$ cat config.mk
export PLATFORM = sky130hd
export DESIGN_NAME = leb128_reader
export DESIGN_NICKNAME = d
export VERILOG_FILES = /design/src/rtl/leb128_reader.sv
export SDC_FILE = /design/constraint.sdc
export NUM_CORES = 1
export LEC_CHECK = 0
export CAP_MARGIN = 20
export CORE_UTILIZATION = 50
export DETAILED_ROUTE_END_ITERATION = 6
export GPL_ROUTABILITY_DRIVEN = 0
export PLACE_DENSITY = 0.75
export SLEW_MARGIN = 25
export SYNTH_ARGS = -nofsm -noshare
export SYNTH_HDL_FRONTEND = slang
export SYNTH_SLANG_ARGS = --single-unit
export TNS_END_PERCENT = 5
$ cat constraint.sdc
create_clock -name clk -period 8.8 [get_ports clk]
set_input_delay 1.32 -clock clk [delete_from_list [all_inputs] [get_ports clk]]
set_output_delay 1.32 -clock clk [all_outputs]
set_load 0.01 [all_outputs]
$ cat src/rtl/leb128_reader.sv
//==============================================================================
// leb128_reader - ROM byte fetch and 32-bit u/sLEB128 decoder with a one-byte cache. Rev 1.0
//==============================================================================
`default_nettype none

module leb128_reader #(
  parameter int TIMEOUT = 15
) (
  input  logic        clk,
  input  logic        rst,
  input  logic        start,
  input  logic [31:0] start_addr,
  input  logic        signed_mode,
  output logic        busy,
  output logic        done,
  output logic [31:0] value,
  output logic [2:0]  byte_count,
  output logic [31:0] next_addr,
  output logic        error,
  output logic [31:0] rom_addr,
  output logic        rom_read_en,
  input  logic [7:0]  rom_data,
  input  logic        rom_ready
);

  localparam int TW = $clog2(TIMEOUT + 1);

  typedef enum logic [1:0] {
    IDLE  = 2'd0,
    FETCH = 2'd1,
    DONE  = 2'd2
  } state_t;

  state_t        state;
  logic [31:0]   cur_addr;
  logic [31:0]   acc;
  logic [2:0]    count;
  logic [TW-1:0] tcnt;
  logic          sgn;
  logic          cache_valid;
  logic [31:0]   cache_addr;
  logic [7:0]    cache_data;

  logic          hit;
  logic          take;
  logic [7:0]    byte_in;
  logic [2:0]    count_next;
  logic [5:0]    shamt;
  logic [5:0]    shamt_next;
  logic [31:0]   acc_next;
  logic [31:0]   ext_mask;
  logic [31:0]   addr_next;

  assign hit        = (state == FETCH) && cache_valid && (cache_addr == cur_addr);
  assign take       = hit || ((state == FETCH) && rom_ready);
  assign byte_in    = hit ? cache_data : rom_data;
  assign count_next = count + 3'd1;
  // 7*n computed as 8*n - n to stay in a 6-bit shift amount
  assign shamt      = ({3'b000, count} << 3) - {3'b000, count};
  assign shamt_next = ({3'b000, count_next} << 3) - {3'b000, count_next};
  assign acc_next   = acc | ({25'd0, byte_in[6:0]} << shamt);
  assign ext_mask   = (sgn && byte_in[6] && (shamt_next < 6'd32)) ?
                      (32'hFFFF_FFFF << shamt_next) : 32'd0;
  assign addr_next  = cur_addr + 32'd1;

  assign rom_read_en = (state == FETCH) && !hit;
  assign rom_addr    = cur_addr;

  always_ff @(posedge clk) begin
    if (rst) begin
      state       <= IDLE;
      cur_addr    <= 32'd0;
      acc         <= 32'd0;
      count       <= 3'd0;
      tcnt        <= '0;
      sgn         <= 1'b0;
      cache_valid <= 1'b0;
      cache_addr  <= 32'd0;
      cache_data  <= 8'd0;
      busy        <= 1'b0;
      done        <= 1'b0;
      value       <= 32'd0;
      byte_count  <= 3'd0;
      next_addr   <= 32'd0;
      error       <= 1'b0;
    end else begin
      done <= 1'b0;
      case (state)
        IDLE: begin
          if (start) begin
            cur_addr <= start_addr;
            sgn      <= signed_mode;
            acc      <= 32'd0;
            count    <= 3'd0;
            tcnt     <= '0;
            error    <= 1'b0;
            busy     <= 1'b1;
            state    <= FETCH;
          end
        end
        FETCH: begin
          if (take) begin
            acc      <= acc_next;
            count    <= count_next;
            cur_addr <= addr_next;
            tcnt     <= '0;
            if (!hit) begin
              cache_valid <= 1'b1;
              cache_addr  <= cur_addr;
              cache_data  <= rom_data;
            end
            if (!byte_in[7]) begin
              value      <= acc_next | ext_mask;
              byte_count <= count_next;
              next_addr  <= addr_next;
              error      <= 1'b0;
              done       <= 1'b1;
              busy       <= 1'b0;
              state      <= DONE;
            end else if (count_next == 3'd5) begin
              value      <= acc_next;
              byte_count <= count_next;
              next_addr  <= addr_next;
              error      <= 1'b1;
              done       <= 1'b1;
              busy       <= 1'b0;
              state      <= DONE;
            end
          end else if (tcnt == TW'(TIMEOUT)) begin
            value      <= acc;
            byte_count <= count;
            next_addr  <= cur_addr;
            error      <= 1'b1;
            done       <= 1'b1;
            busy       <= 1'b0;
            state      <= DONE;
          end else begin
            tcnt <= tcnt + 1'b1;
          end
        end
        DONE:    state <= IDLE;
        default: state <= IDLE;
      endcase
    end
  end

endmodule

`default_nettype wire

==> impl_metrics.ini <==
[synthesis]
avgSynthCellArea_um2 = 7.88
ys.flop_type = dfxtp_1
synthCells = 1219
synth.cell_area_um2 = 9610
synthArstFlopShare = 0
ys_warn_count = 0
synth_nets = 1271
ys_ff_latch = 185
ys_types = 73
yosysSeqAreaShare = 0.385
synth_edf_count = 0

[die]
rows = 50
ios = 148
die_height_um = 141
start_util = 0.512
coreArea_um2 = 18800
die_area_um2 = 19800
die_w_um = 141

[setup_path]
path_depth = 6
worstSetupStartpointType = register
path_buf_inv = 1
cp.arrival_ps = 3430
rr_worst_depth = 8
cpLargestDelayFamily = simple AND/OR/NAND/NOR gates
path_class = register to output pin
end_kind = output pin
worstPathMaxFanout = 11
crit_slowest_cell = or4_1
crit_chain = xnor2_2 -> nand4_1 -> or4_1 -> nor3_4 -> nor2_1 -> clkdlybuf4s50_1
crit_required_ps = 7480
slowest_delay_ps = 760

[finish]
drive_gt1_frac = 0.0656
antenna_cells = 0
syn2layout_area_growth_pct = 21.9
fillers = 1614
fin_area_um2 = 11700
utilization = 0.624
final_common_cell = dfxtp_1
final_cell_mix = dfxtp_1, nor2_1, nand2_1
fin_nets = 1350

[sta]
period_share = 0.540
final_max_slew_viol_count = 0
fin_skew_ps = 8.52
worst_slew_pin_slew_ps = 1060
finalHoldViolations = 0
fmax_ghz = 0.210
min_period_ps = 4750
relSlewSlack = 0.296
tns_ps = 0
rsz0062_at_grt = false
setup_viol = 0

[clock_network]
cts_htree_levels = 4
numCtsBuffers = 17
cts_tree = done
ctsResizeCount = 0
holdBufCountCts = 0
clockBufferDepth = 2
root_buffer = clkbuf_16
insertion_delay_ps = 440
clk_transition_reported_paths_ps = 70
clock-sinks = 185
cts_setup_buffers = 0

[min_path]
hp-class = register to register
hold_depth = 2

[power_and_ir_drop]
switchingPower_mw = 0.602
power.share.combinational = 0.163
powerDensity_nw_per_um2 = 177
intPower_mw = 1.47
leakagePower_nw = 3.79
worst_ir_drop_vdd_mv = 0.145
swShare = 0.291
seq_power_share = 0.439
pwr-share-clk = 0.397

[drt]
wl_um = 31000
via_per_inst = 6.24
ant_nets = 0
vias = 9643
wl_per_cell_um = 20.1
firstDrtPassIters = 6
drcViolationCount = 0
drt_iter0_drc = 1189

[global_routing]
grt_pass1_wl_um = 48800
antenna_found_initial = 0
grt_start_max_net_pins = 96
grt_util_all_layers = 0.316
grt_pass1_vias = 8747
gr-total-overflow = 0

[placement]
port_buffers = 147
dpl_cell_area_um2 = 11100
hpwl_um = 21800

[outcome]
outcome = completed

[flow_run]
cap_violations = 0
[Yosys cell counts, drive strengths merged, types with 6 or more instances]
cell type    n  area (µm²)
dfxtp      185        3700
a22oi        8        60.1
a221oi       6        52.6
and2         9        56.3
a2111oi      9        83.8
a211oi      54         405
nor4        17         151
o31ai        6        58.8
clkbuf      75         282
nor2       174         656
mux2         7        78.8
a311oi      15         131
mux4         8         180
nand2      168         631
nand3       30         150
and3        13        81.3
mux2i        6        60.1
nand4       25         156
o21ai       48         240
xor2        10        87.6
o211ai       7        52.6
a21oi       99         495
xnor2       55         512
buf         26         131
a31oi       13        81.3
ha           7        87.6
nor3        31         171
inv         21        78.8
[worst paths after layout]
check / end / slack [ps] / startpoint
setup / recovery: rom_read_en / 4050 / rom_addr[9]
setup reg to reg: value[22] / 4070 / count[0]
hold / removal: acc[5] / 460 / acc[5]
hold reg to reg: acc[5] / 460 / acc[5]
[through the flow]
stage	std cells	setup WS [ps]	hold WS [ps]	power, mW
5_1_grt	1545	3780	476	2.13
6_report	1545	4050	459	2.07
3_3_place_gp	1513	4400	436	1.25
2_1_floorplan	1219	5380	420	1.12
4_1_cts	1545	4100	460	2.06
3_5_place_dp	1513	4240	442	1.25
[per-layer routing]
metal,share of wire,up-vias,global-route usage
met5,0,-,0
met2,0.42,555,0.446
met1,0.45,4517,0.461
li1,-,4498,-
met4,0.027,0,0.112
met3,0.11,73,0.0808
[kinds of logic (layout without fill, tap and decap cells)]
group | Yosys count | after routing | synth area share
AOI/OAI and AO/OA | 316 | 316 | 0.219
adders and majority gates | 7 | 7 | 0.00911
muxes | 21 | 21 | 0.0332
buffers and inverters | 124 | 216 | 0.0520
DFF | 185 | 185 | 0.385
xor gates and xnor gates | 65 | 65 | 0.0624
and+or+nand+nor | 501 | 501 | 0.239
[flip-flops by register name (all words and copies together), names as in the netlist]
name / flops
cache_data: 8
cache_valid: 1
tcnt: 4
count: 3
next_addr: 32
acc: 32
rom_addr: 32
value: 32
done: 1
state: 2
error: 1
byte_count: 3
sgn: 1
cache_addr: 32
busy: 1
[area by class of cell]
type / count / area, µm² / share of cell area
multi-input cells: 910 / 5430 / 0.464
well taps: 234 / 293 / 0.0250
clock buffers: 19 / 453 / 0.0387
repair buffers: 161 / 1570 / 0.134
inverters: 23 / 86.3 / 0.00737
clock inverters: 13 / 168 / 0.0143
flip-flops and latches: 185 / 3700 / 0.316
[power groups by stage]
stage | clock, mW | sequential, mW | combinational (mW)
5_1_grt | 0.858 | 0.912 | 0.361
3_3_place_gp | 0 | 0.924 | 0.326
6_report | 0.821 | 0.908 | 0.338
2_1_floorplan | 0 | 0.910 | 0.214
3_5_place_dp | 0 | 0.925 | 0.327
4_1_cts | 0.820 | 0.906 | 0.330
[worst min-delay path, cell delays in order, from the launching register on]
cell	delay [ps]
dfxtp_1	330
nand2_1	50
o21ai_0	60
Power figures use the tool's default switching activity.
